**config.mk**
```make
export PLATFORM = sky130hd
export DESIGN_NAME = deal_arbiter
export DESIGN_NICKNAME = d
export VERILOG_FILES = /design/src/rtl/blackjack_pkg.sv /design/src/rtl/deal_arbiter_rr_arb2.sv /design/src/rtl/deal_arbiter.sv
export SDC_FILE = /design/constraint.sdc
export NUM_CORES = 1
export LEC_CHECK = 0
export ABC_AREA = 1
export ABC_CLOCK_PERIOD_IN_PS = 1300
export CORE_UTILIZATION = 39
export DETAILED_ROUTE_END_ITERATION = 12
export PLACE_DENSITY = 0.73
export SETUP_SLACK_MARGIN = 0.4
export SKIP_LAST_GASP = 1
export SLEW_MARGIN = 20
export SYNTH_ARGS = -nofsm -noshare
export SYNTH_HDL_FRONTEND = slang
export SYNTH_SLANG_ARGS = --single-unit
export TNS_END_PERCENT = 10
```
**constraint.sdc**
```tcl
create_clock -name clk -period 1.3 [get_ports clk]
set_input_delay 0.39 -clock clk [delete_from_list [all_inputs] [get_ports clk]]
set_output_delay 0.39 -clock clk [all_outputs]
set_load 0.05 [all_outputs]
```
**src/rtl/blackjack_pkg.sv**
```systemverilog
// Shared card, owner and arbiter-state types for the blackjack card-draw path.
// Latency: n/a (types and constants only).
// Backpressure: n/a.
package blackjack_pkg;

    localparam int DECK_SIZE = 52;
    localparam int CARD_W    = 7;

    typedef struct packed {
        logic [1:0] suit;
        logic       rsvd;
        logic [3:0] rank;
    } card_t;

    typedef enum logic {
        OWN_PLAYER = 1'b0,
        OWN_DEALER = 1'b1
    } owner_e;

    typedef enum logic [1:0] {
        S_LOAD,
        S_IDLE,
        S_ISSUE,
        S_WAIT
    } arb_state_e;

endpackage

```
**src/rtl/deal_arbiter_rr_arb2.sv**
```systemverilog
// Two-way round-robin pick between player and dealer hit requests.
// Latency: combinational grant; last_grant updates on the cycle the grant is taken.
// Backpressure: grant is only committed when take is high.
module rr_arb2
    import blackjack_pkg::*;
(
    input  logic   clk,
    input  logic   rst,
    input  logic   p_req,
    input  logic   d_req,
    input  logic   take,
    output logic   gnt_vld,
    output owner_e gnt_own
);

    owner_e last_grant;

    always_comb begin
        gnt_vld = p_req | d_req;
        if (p_req && d_req)
            gnt_own = (last_grant == OWN_PLAYER) ? OWN_DEALER : OWN_PLAYER;
        else if (d_req)
            gnt_own = OWN_DEALER;
        else
            gnt_own = OWN_PLAYER;
    end

    // Reset to dealer so the player wins the very first tie.
    always_ff @(posedge clk or negedge rst) begin
        if (!rst)
            last_grant <= OWN_DEALER;
        else if (take)
            last_grant <= gnt_own;
    end

endmodule

```
**src/rtl/deal_arbiter.sv**
```systemverilog
// Shares the card drawer between player and dealer: opening deal, round-robin hits, deck tracking.
// Latency: req sampled at edge n -> draw_req at n+1; draw_ready at edge m -> card valid at m+1.
// Backpressure: requests are level and held until served; a one-cycle bubble follows every card.
module deal_arbiter
    import blackjack_pkg::*;
#(
    parameter int DECK_SIZE = 52,
    parameter int CARD_W    = 7,
    parameter int CNT_W     = 6,
    parameter int TIMEOUT   = 64
) (
    input  logic              clk,
    input  logic              rst,
    input  logic              load_done,
    input  logic              new_round,
    input  logic              p_req,
    input  logic              d_req,
    output logic              draw_req,
    input  logic              draw_ready,
    input  logic [CARD_W-1:0] draw_card,
    output logic [CARD_W-1:0] card_out,
    output logic              p_card_valid,
    output logic              d_card_valid,
    output logic              init_done,
    output logic              busy,
    output logic              deck_empty,
    output logic              req_drop,
    output logic              draw_err,
    output logic [CNT_W-1:0]  cards_dealt
);

    localparam int               TW       = $clog2(TIMEOUT);
    localparam logic [CNT_W-1:0] FULL_CNT = CNT_W'(DECK_SIZE);
    localparam logic [CNT_W-1:0] DEAL_MAX = CNT_W'(DECK_SIZE - 4);
    localparam logic [TW-1:0]    TO_LAST  = TW'(TIMEOUT - 2);

    arb_state_e    state;
    owner_e        owner;
    logic          opening;
    logic [1:0]    init_cnt;
    logic [TW-1:0] tcnt;
    logic          gnt_vld;
    owner_e        gnt_own;
    logic          bubble;
    logic          take;

    assign bubble   = p_card_valid | d_card_valid;
    assign take     = (state == S_IDLE) && !new_round && !bubble && gnt_vld && !deck_empty;
    assign draw_req = (state == S_ISSUE);
    assign busy     = (state == S_ISSUE) || (state == S_WAIT);

    rr_arb2 u_rr (
        .clk     (clk),
        .rst     (rst),
        .p_req   (p_req),
        .d_req   (d_req),
        .take    (take),
        .gnt_vld (gnt_vld),
        .gnt_own (gnt_own)
    );

    always_ff @(posedge clk or negedge rst) begin
        if (!rst) begin
            state        <= S_LOAD;
            owner        <= OWN_PLAYER;
            opening      <= 1'b0;
            init_cnt     <= 2'd0;
            tcnt         <= '0;
            card_out     <= '0;
            p_card_valid <= 1'b0;
            d_card_valid <= 1'b0;
            init_done    <= 1'b0;
            deck_empty   <= 1'b0;
            req_drop     <= 1'b0;
            draw_err     <= 1'b0;
            cards_dealt  <= '0;
        end else begin
            p_card_valid <= 1'b0;
            d_card_valid <= 1'b0;
            init_done    <= 1'b0;
            req_drop     <= 1'b0;
            draw_err     <= 1'b0;
            case (state)
                S_LOAD: begin
                    if (load_done)
                        state <= S_IDLE;
                end
                S_IDLE: begin
                    if (new_round) begin
                        if (cards_dealt <= DEAL_MAX) begin
                            opening  <= 1'b1;
                            init_cnt <= 2'd0;
                            owner    <= OWN_PLAYER;
                            state    <= S_ISSUE;
                        end else begin
                            req_drop <= 1'b1;
                        end
                    end else if (!bubble && gnt_vld) begin
                        if (deck_empty) begin
                            req_drop <= 1'b1;
                        end else begin
                            owner <= gnt_own;
                            state <= S_ISSUE;
                        end
                    end
                end
                S_ISSUE: begin
                    tcnt  <= '0;
                    state <= S_WAIT;
                end
                S_WAIT: begin
                    if (draw_ready) begin
                        card_out     <= draw_card;
                        p_card_valid <= (owner == OWN_PLAYER);
                        d_card_valid <= (owner == OWN_DEALER);
                        if (cards_dealt != FULL_CNT)
                            cards_dealt <= cards_dealt + 1'b1;
                        if (cards_dealt >= FULL_CNT - 1'b1)
                            deck_empty <= 1'b1;
                        if (opening && init_cnt != 2'd3) begin
                            init_cnt <= init_cnt + 1'b1;
                            owner    <= (owner == OWN_PLAYER) ? OWN_DEALER : OWN_PLAYER;
                            state    <= S_ISSUE;
                        end else begin
                            init_done <= opening;
                            opening   <= 1'b0;
                            state     <= S_IDLE;
                        end
                    // Counter reaches TIMEOUT-1 on this edge: give up on the drawer.
                    end else if (tcnt == TO_LAST) begin
                        draw_err <= 1'b1;
                        opening  <= 1'b0;
                        state    <= S_IDLE;
                    end else begin
                        tcnt <= tcnt + 1'b1;
                    end
                end
                default: state <= S_LOAD;
            endcase
        end
    end

endmodule

```
* Yosys cells after proc, flatten, opt, wreduce, memory -nomap -nowiden
Index checks and enable logic that the tools add are counted.
Cells by class: add/subtract/negate cells 3, $lt $le $gt $ge 2, equality and inequality tests 18, multiplexer cells 49, bitwise logic cells 3, reductions and logical operators 22
Operators by type and width (count):
- 1-bit 2-to-1 mux | 30
- 2-bit 2-to-1 mux | 12
- 5-bit AND reduction | 3
- 6-bit by 1-bit adder with 6-bit output, second input constant | 2
- 6-bit 2-to-1 mux | 2
- 2-bit != test, second input constant | 6
- 6-bit one-hot mux with 2 select lines | 1
- 3-bit by 2-bit != test with 1-bit output, second input constant | 3
- 3-bit AND reduction | 3
- 2-bit one-hot mux with 4 select lines | 1
- 1-bit logical AND | 7
- 6-bit == test, second input constant | 1
- 6-bit greater-or-equal comparator, second input constant | 1
- 6-bit <= comparator, second input constant | 1
- 3-bit != test, second input constant | 2
- 6-bit != test, second input constant | 1
- 6-bit AND reduction | 1
- 2-bit == test, second input constant | 2
- 2-bit by 1-bit != test with 1-bit output, second input constant | 2
- 1-bit one-hot mux with 2 select lines | 2
- 2-bit one-hot mux with 2 select lines | 1
- 2-bit nonzero test | 2
- 1-bit zero test | 3
- 2-bit by 1-bit adder with 2-bit output, second input constant | 1
- 6 further kinds | 7
Storage, ports and cells: flip-flop bits (word level) 32, input port bits 14, output and inout port bits 21, word-level logic and storage cells 111

* Longest topological paths before layout
Gate-level depths: netlist of run 1.
word-level depth 6, gate-level depth with buffers 9, mapped depth without buffers 9

* By module
From an unflattened synthesis of run 1, not the netlist that was laid out.
Unflattened totals: cell total of the unflattened synthesis 211, area total of the unflattened synthesis 1650.3 µm²
By module, submodules not included:
- deal_arbiter | times used 1, cells an instance 203, area each 1591.5 µm², sequential area each 775.7 µm²
- rr_arb2 | times used 1, cells an instance 8, area each 58.8 µm², sequential area each 26.3 µm²

* Worst setup path before layout of run 1
Ideal clock, no wire load.
path type reg-to-reg, from reg cards_dealt[0], to reg cards_dealt[3], setup time 0.123 ns, arrival time 1.474 ns, data required time 1.177 ns, slack -0.297 ns, cell stages (with the launch flop) 8, path buffers 1, clock period less this slack 1.597 ns, cells stage by stage dfrtp_1 -> inv_1 -> ha_1 -> nand3_1 -> o21ai_2 -> buf_6 -> o21ai_1 -> nand2_1
Between the ends: longest elaborated chain between the ends 2, elaborated cells on any way between the ends 3, those cells by class add/sub: 1; eq/ne: 1; reduce/logical: 1
RTL lines:
- start, declared | line deal_arbiter.sv:29 | output logic [CNT_W-1:0] cards_dealt
- start signal, assigned | line deal_arbiter.sv:117 | cards_dealt <= cards_dealt + 1'b1;
- parallel branches: the longest is 2 deep, another holds 6-bit by 1-bit adder with 6-bit output
Parallel ways; which one is timed is not known. A chain may end at the register's enable or synchronous reset.

* Worst setup path after layout of run 1
from reg state[1], to out draw_req
Between the ends: longest elaborated chain between the ends 1
RTL lines:
- start, declared | line deal_arbiter.sv:37 | arb_state_e state;
- start signal, assigned | line deal_arbiter.sv:64 | state <= S_LOAD;
- start signal, assigned | line deal_arbiter.sv:86 | state <= S_IDLE;
- start signal, assigned | line deal_arbiter.sv:94 | state <= S_ISSUE;
- 2-bit == test | line deal_arbiter.sv:49 | assign draw_req = (state == S_ISSUE);
- end, declared | line deal_arbiter.sv:18 | output logic draw_req,
No other way between the ends.

==> impl_metrics.toml, run 1 <==
[outcome]
outcome = "finished with violations"
violations = "setup timing"

[clock_network]
htreeDepth = 2
clkLatencyLatePin_ns = 0.29
numCtsBuffers = 5
cts_sinks = 32
clock_path_buffers = 2
clockRootBuffer = "clkbuf_8"
tritoncts = "done"
clkTransAtPathRegs_ns = 0.06
cts_hold_buffers = 0

[finish]
nNetsFinal = 309
final_common_cell = "nand2_1"
nFillCells = 309
drive_above_1_share = 0.3436
layout_common_cells = "73 x nand2_1, 30 x buf_4, 24 x dfrtp_1"
syn_to_final_growth_pct = 67.12
n_antenna_cell = 0

[setup_path]
end_kind = "primary output"
critical_path_class = "flop to primary output"
path_max_fanout = 3
worst-endpoint-arrival_ns = 1.02
cp.required_ns = 0.91
startpoint_type = "flop"

[synth]
synth_cells = 216
synth_warnings = 0
synth_area_sq_mm = 0.001663
synth_nets = 235
syn_avg_cell_area_sq_um = 7.698
synth-seq-cells = 32
synth-seq-area-share = 0.4823
synth.distinct_cells = 27

[sta]
period_share = 1.085
fin_crit_ns = 1.410
holdWs_ns = 0.4680
rsz0062_at_grt = "yes"
finalSetupViolations = 17
finalMaxSlewViolations = 0
postLayoutSetupSlackWorst_ns = -0.1104
finalHoldViolCount = 0
fmax_mhz = 709.0
worstMarginPinSlew_ns = 0.2542
finalClockSkew_ns = 0.005038
slew_headroom = 0.8299

[drt]
wl_um = 4237
drt-initial-drc-count = 78
drc = 0
via_per_inst = 4.947
wl_met1_um = 1724
wl_met2_um = 2251
route.vias.total = 1687
antenna_left = 0
top_layer = "met4"
first_pass_iters = 4
avgRoutedWirePerCell_um = 12.43
met3_length_um = 169

[power_and_ir_drop]
irDropWorstVdd_mv = 1.596
p_leak_nw = 1.349
finalPower_w = 0.006515
power_density_mw_per_mm2 = 2344

[global_route]
grt_max_degree = 33
grt_pass1_wl_um = 6948
antenna_found_initial = 0
grt_usage = 0.2070
grt_overflow = 0
grt_pass1_vias = 1643

[place]
place.gp.congestion = 0.8293
io_buffers = 34
hpwl_um = 2885
place_ws_ns = -0.3908

[floorplan]
floorplan.die_area_sq_mm = 0.004529
ios = 35
die_h_um = 67.30
num_rows = 23
core-area_sq_mm = 0.004058
initial_core_util = 0.4098
die_w_um = 67.30

[hold_path]
min_path_type = "flop to flop"

[run]
max_cap_violations = 0
-- what timing repair did --
item | CTS | global route
pin swaps | 4 | 5
gates cloned | 0 | 1
hold endpoints to repair | 0 | 0
endpoints found under the setup margin | 53 | 53
resized for setup | 12 | 21
buffers inserted | 8 | 1
-- routing by layer --
metal | vias to the layer above | global-route usage
li1 | 829 | -
met1 | 804 | 0.2439
met2 | 44 | 0.3538
met3 | 10 | 0.06250
met4 | 0 | 0.07447
met5 | - | 0
-- report_power, final --
part           internal [W]  switching, W
registers           0.00133      0.000299
clock network      0.000375      0.000362
logic               0.00194       0.00221
total               0.00364       0.00287
-- worst max-delay path, stage by stage (launching register included) --
cell and delay, ns:
dfrtp_1 0.41, inv_2 0.08, nor2_4 0.11, buf_12 0.14
-- sequential cells by signal, indices dropped and copies added, names as in the netlist --
name	cells
draw_err	1
init_cnt	2
opening	1
tcnt	6
p_card_valid	1
owner	1
card_out	7
cards_dealt	6
d_card_valid	1
init_done	1
deck_empty	1
req_drop	1
u_rr.last_grant	1
state	2
-- cell type report --
class	instances	area, sq um	share of cell area
clock inverters	1	5.005	0.001801
flip-flops and latches	32	810.8	0.2918
well taps	50	62.56	0.02251
inverters	26	100.1	0.03602
clock buffers	7	76.32	0.02747
multi-input cells	155	869.6	0.3129
repair buffers	70	854.6	0.3075
-- kinds of logic after synthesis --
| kind of cell | after synthesis | synth area share |
|---|---|---|
| AO/OA/AOI/OAI | 22 | 0.07449 |
| flip-flops | 32 | 0.4823 |
| buffers and inverters | 30 | 0.07600 |
| adder cells (fa/ha/maj) | 5 | 0.03762 |
| AND/OR/NAND/NOR | 124 | 0.3138 |
| XOR/XNOR | 3 | 0.01580 |
-- stage by stage --
step / cell area (sq um) / util / TNS, ns / std cells
6_report: 2779 / 0.6849 / -0.8993 / 341
5_1_grt: 2779 / 0.6849 / -2.453 / 341
4_1_cts: 2686 / 0.6620 / -1.549 / 339
3_5_place_dp: 2504 / 0.6170 / -8.331 / 323
3_3_place_gp: 2504 / 0.6170 / -7.311 / 323
2_1_floorplan: 1713 / - / -0.1140 / 216
-- worst paths after layout --
path	from	to	slack, ns	cells past startpoint
min in group asynchronous	rst	tcnt[0]	0.48	2
hold / removal	u_rr.last_grant	u_rr.last_grant	0.47	2
max in group asynchronous	rst	u_rr.last_grant	0.58	2
setup reg to reg	tcnt[0]	opening	-0.09	10
hold reg to reg	u_rr.last_grant	u_rr.last_grant	0.47	2
setup / recovery	state[1]	draw_req	-0.11	3
-- synth_stat cells --
cell           instances  area share
nand2_1               77        0.17
xnor2_1                2       0.011
o31ai_1                1      0.0045
o21ai_0               11       0.033
o21ai_1                1      0.0030
and3_1                 1      0.0038
clkbuf_1               1      0.0023
xor2_1                 1      0.0053
nand3_1               18       0.054
a21oi_1                5       0.015
inv_2                  2      0.0045
buf_6                  1      0.0068
o21ai_2                1      0.0053
dfstp_2                1       0.016
inv_1                 24       0.054
or2_2                  1      0.0038
ha_1                   5       0.038
nand4_1                3       0.011
dlygate4sd1_1          1      0.0053
nand3b_1               2      0.0090
nor2_1                20       0.045
buf_2                  1      0.0030
nor2_4                 1      0.0068
nand3_2                1      0.0060
o21bai_1               2      0.0090
dfrtp_1               31        0.47
a21boi_0               1      0.0045
Power figures use the tool's default switching activity.
==> inputs of run 2 (changes only) <==
CAP_MARGIN = 20   (was unset)
CORE_ASPECT_RATIO = 0.9   (was unset)
PLACE_DENSITY = 0.75   (was 0.73)
==> impl_metrics.toml, run 2 (synthesis results as in run 1) <==
[setup_path]
end_kind = "primary output"
path_max_fanout = 2
cp.required_ns = 0.91
critical_path_class = "flop to primary output"
worst-endpoint-arrival_ns = 1.03
cp_slowest_cell = "dfrtp_2"
r2r_cells = 7
startpoint_type = "flop"
setup.worst_path.start = "state[0]"
reg2reg_from = "state[0]"
r2r_end = "u_rr.last_grant"
reg2reg_slack_ns = -0.07
crit_path_cell_trace = "nor2_4 > buf_12"
slowest_delay_ns = 0.44

[clock_network]
cts_hold_buffers = 0
clkLatencyLatePin_ns = 0.29
clock_path_buffers = 2
clockRootBuffer = "clkbuf_8"
htreeDepth = 2
clkTransAtPathRegs_ns = 0.07
tritoncts = "done"
cts_sinks = 32
numCtsBuffers = 5

[finish]
drive_above_1_share = 0.3448
n_antenna_cell = 0
final_common_cell = "nand2_1"
largest_register = "card_out"
syn_to_final_growth_pct = 67.04
final_util = 0.6818
nNetsFinal = 308
reg_top3 = "card_out: 7 flops, cards_dealt: 6 flops, tcnt: 6 flops"
largest_reg_flops = 7
stdcell_area_sq_mm = 0.002778
layoutNonFillerInstCount = 338
layout_common_cells = "72 x nand2_1, 28 x buf_4, 24 x dfrtp_1"

[floorplan]
ios = 35
num_rows = 22
initial_core_util = 0.4082
core-area_sq_mm = 0.004074
floorplan.die_area_sq_mm = 0.004529
die_h_um = 63.95
die_w_um = 70.83

[power_and_ir_drop]
switching_share = 0.4322
power_density_mw_per_mm2 = 2416
p_clk_frac = 0.142
p_switching_w = 0.002901
pwr-share-comb = 0.613
internal_power_w = 0.003811
p_leak_nw = 1.347
finalPower_w = 0.006712
p_seq_frac = 0.246
irDropWorstVdd_mv = 1.713

[drt]
wl_um = 4603
drc = 0
route.vias.total = 1676
via_per_inst = 4.959
avgRoutedWirePerCell_um = 13.62
drt-initial-drc-count = 59
first_pass_iters = 6
antenna_left = 0

[sta]
rsz0062_at_grt = "yes"
finalMaxSlewViolations = 0
period_share = 1.090
tns_ns = -0.9647
finalSetupViolations = 16
postLayoutSetupSlackWorst_ns = -0.1167
fin_crit_ns = 1.417
finalClockSkew_ns = 0.01081
slew_headroom = 0.8244
fmax_mhz = 705.9
finalHoldViolCount = 0
worstMarginPinSlew_ns = 0.2625

[outcome]
violations = "setup timing"
outcome = "finished with violations"

[global_route]
grt_usage = 0.2146
antenna_found_initial = 0
grt_overflow = 0
grt_max_degree = 33
grt_pass1_wl_um = 7320
grt_pass1_vias = 1726

[place]
place_inst = 320
io_buffers = 34
placed_area_sq_mm = 0.002494
hpwl_um = 3004
place.gp.congestion = 0.8037

[run]
max_cap_violations = 0

[hold_path]
min_path_type = "input port to async pin"
## run 2: stage by stage
step / hold WS (ns) / worst slack [ns]
5_1_grt: 0.4874 / -0.1848
4_1_cts: 0.4631 / -0.1036
3_5_place_dp: 0.4606 / -0.3817
3_3_place_gp: 0.4480 / -0.3060
2_1_floorplan: 0.09441 / -0.02514
6_report: 0.4615 / -0.1167
## run 2: power groups by stage
stage / combinational [W] / clock [W] / sequential, W
finish: 0.00411 / 0.000951 / 0.00165
global route: 0.00438 / 0.00100 / 0.00168
CTS: 0.00389 / 0.000966 / 0.00163
detailed placement: 0.00362 / 0 / 0.00164
global placement: 0.00354 / 0 / 0.00164
floorplan: 0.00126 / 0 / 0.00227
## run 2: layout make-up
class	count	area [sq um]
clock buffers	6	72.57
well taps	48	60.06
clock inverters	2	35.03
flip-flops and latches	32	810.8
inverters	26	100.1
fillers	299	1296
repair buffers	69	847.1
multi-input cells	155	852.1
## run 2: worst max-delay path: cells and delay by family, from the launching register on
kind,cells,cell delay [ns]
AND/OR/NAND/NOR,1,0.15
flip-flops,1,0.44
buffers and inverters,1,0.14
## run 2: per-layer routing
layer	wire (um)	part of all wire	global-route usage	vias to the layer above
met5	0	0	0	-
met4	170	0.037	0.1200	0
met3	241	0.052	0.07886	23
met2	2346	0.51	0.3750	56
met1	1843	0.40	0.2226	767
li1	-	-	-	830
## run 2: worst max-delay path by stage
stage | to | slack, ns | depth (start not counted)
3_5_place_dp | state[0] | -0.38 | 6
5_1_grt | opening | -0.18 | 10
6_report | draw_req | -0.12 | 2
4_1_cts | draw_req | -0.10 | 3
2_1_floorplan | cards_dealt[1] | -0.03 | 7
3_3_place_gp | state[0] | -0.31 | 6
## run 2: what timing repair did
action                                  in CTS  in global routing
setup buffers                                6                  3
cloned                                       1                  0
endpoints found under the setup margin      53                 53
pin swaps                                    7                  5
resized for setup                           17                 13
==> inputs of run 3 (changes only) <==
ABC_AREA = unset   (was 1)
PLACE_DENSITY = 0.76   (was 0.75)
==> impl_metrics.toml, run 3 <==
[global_route]
grt_usage = 0.2173
grt_max_degree = 33
grt_pass1_vias = 1462
antenna_found_initial = 0
grt_overflow = 0
grt_pass1_wl_um = 6789

[outcome]
outcome = "finished with violations"
violations = "setup timing"

[finish]
ff_latch_area_sq_um = 807.0
n_antenna_cell = 0
reg_top3 = "card_out: 7 flops, cards_dealt: 6 flops, tcnt: 6 flops"
drive_above_1_share = 0.4160
layout_common_cells = "53 x buf_4, 33 x nand2_1, 27 x dfrtp_1"
layoutNonFillerInstCount = 296
final_util = 0.7120
syn_to_final_growth_pct = 71.96
nFillCells = 253
nNetsFinal = 269
multi_input_area_sq_um = 750.7
largest_reg_flops = 7
final_common_cell = "buf_4"
largest_register = "card_out"

[power_and_ir_drop]
p_leak_nw = 1.301
irDropWorstVdd_mv = 1.335
power_density_mw_per_mm2 = 2453
finalPower_w = 0.006609

[synth]
synth-seq-area-share = 0.5120
synth.distinct_cells = 45
synth_top_area_cell = "dfrtp_1"
synth_compound_area_frac = 0.1558
synthAdderAreaFrac = 0.03994
synth-seq-cells = 32
synthTopCellsByArea = "dfrtp_1 50%, nand2_1 8.1%, ha_1 4.0%, xnor2_1 2.8%, o21ai_0 2.2%"
netlist.area_leader.share = 0.4952
synth-simple-area-share = 0.2141
post-synth-top-count-cell = "nand2_1"
synth_xor_area_frac = 0.02796
synth.area.mux_share = 0
synth_common_cells = "34 x nand2_1, 31 x dfrtp_1, 9 x inv_1, 9 x nor2_1, 7 x o21ai_0"
synth_async_sr_flop_share = 1.000
syn_avg_cell_area_sq_um = 9.670
synth_warnings = 0
synth_area_sq_mm = 0.001567
synth_top_family_by_area = "simple AND/OR/NAND/NOR gates"
synth_nets = 181
synth_flop_cell = "dfrtp_1"
synth-edff-count = 0
synth_cells = 162

[sta]
slew_headroom = 0.8219
holdWs_ns = 0.4674
postLayoutSetupSlackWorst_ns = -0.2379
fin_crit_ns = 1.538
period_share = 1.183
rsz0062_at_grt = "yes"
worstMarginPinSlew_ns = 0.2672
finalClockSkew_ns = 0.01113
finalSetupViolations = 30
tns_ns = -3.145
fmax_mhz = 650.2
finalHoldViolCount = 0
finalMaxSlewViolations = 0

[drt]
wl_um = 4077
drt-initial-drc-count = 130
antenna_left = 0
avgRoutedWirePerCell_um = 13.77
first_pass_iters = 4
via_per_inst = 5.179
route.vias.total = 1533
drc = 0

[floorplan]
num_rows = 21
ios = 35
initial_core_util = 0.4140
die_h_um = 62.13
die_w_um = 68.81
floorplan.die_area_sq_mm = 0.004275
core-area_sq_mm = 0.003784

[clock_network]
clkLatencyLatePin_ns = 0.29
clockRootBuffer = "clkbuf_8"
cts_sinks = 32
numCtsBuffers = 5
tritoncts = "done"
clock_path_buffers = 2
cts_hold_buffers = 0
clkTransAtPathRegs_ns = 0.07
htreeDepth = 2

[place]
io_buffers = 34
hpwl_um = 2874
place_inst = 280
place.gp.congestion = 0.7983

[setup_path]
critical_path_class = "flop to flop"
path_max_fanout = 4
slowest_delay_ns = 0.38
crit_path_cell_trace = "inv_1 > ha_1 > and4_4 > a21oi_1 > buf_4 > buf_4 > a31o_2"
cp.required_ns = 1.48
end_kind = "flop"
crit_top_cell = "buf_4"
cp_slowest_cell = "dfrtp_1"
startpoint_type = "flop"
worst-endpoint-arrival_ns = 1.72

[hold_path]
min_path_type = "input port to async pin"

[run]
max_cap_violations = 0
## run 3: cell types whose count changed after synthesis, sizes merged, moves of 4 or more
cell,previous run,this run
nand2,77,34
inv,26,9
nand3,19,4
nor2,21,9
o21ai,13,7
nor3,0,5
a21oi,5,1
a22o,0,4
## run 3: cell type report
class | instances | area share
well taps | 46 | 0.02137
multi-input cells | 114 | 0.2787
flip-flops and latches | 32 | 0.2996
clock buffers | 6 | 0.02694
inverters | 9 | 0.01254
clock inverters | 1 | 0.001858
repair buffers | 88 | 0.3590
## run 3: per-layer routing
layer  vias up  wire [um]  GRT usage
met5         -          0          0
met4         0         43    0.07908
met3         2        221    0.07537
met2        43       2006     0.3395
met1       756       1806     0.2729
li1        732          -          -
## run 3: critical path: cells and delay by family, from the launching register on
family,cells,cell delay [ns]
AOI/OAI and AO/OA,2,0.32
adders and majority gates,1,0.14
buffers and inverters,3,0.35
DFF,1,0.38
and+or+nand+nor,1,0.24
## run 3: final timing paths
check | slack (ns) | end | start | cells after the start
worst min-delay path | 0.47 | card_out[2] | rst | 2
worst max-delay path | -0.24 | tcnt[2] | tcnt[0] | 7
worst min register to register | 0.54 | card_out[2] | card_out[2] | 2
worst max register to register | -0.24 | tcnt[2] | tcnt[0] | 7
max in group asynchronous | 0.58 | u_rr.last_grant | rst | 2
min in group clk | 0.54 | card_out[2] | card_out[2] | 2
## run 3: repair_timing
item	4_1_cts	5_1_grt
endpoints found under the setup margin	53	53
gates cloned	0	0
endpoints found under the hold margin	0	0
setup buffers	7	2
gates resized for setup	15	1
pin swaps	7	1
## run 3: kinds of logic (layout without fill, tap and decap cells)
kind of cell | Yosys count | in the layout
buffers and inverters | 16 | 104
AO/OA/AOI/OAI | 33 | 33
XOR/XNOR | 5 | 5
AND/OR/NAND/NOR | 71 | 71
flip-flops | 32 | 32
adder cells (fa/ha/maj) | 5 | 5
## run 3: through the flow
step / cell area [sq um] / worst slack [ns]
after floorplan: 1589 / -0.3067
after global placement: 2502 / -0.4801
after detailed placement: 2502 / -0.5388
after CTS: 2673 / -0.2302
after global routing: 2694 / -0.2959
final: 2694 / -0.2379
## run 3: power by group
part | switching (W) | internal, W | total (W)
clock network | 0.000366 | 0.000364 | 0.000730
logic | 0.00208 | 0.00210 | 0.00418
registers | 0.000322 | 0.00137 | 0.00170
total | 0.00277 | 0.00384 | 0.00661
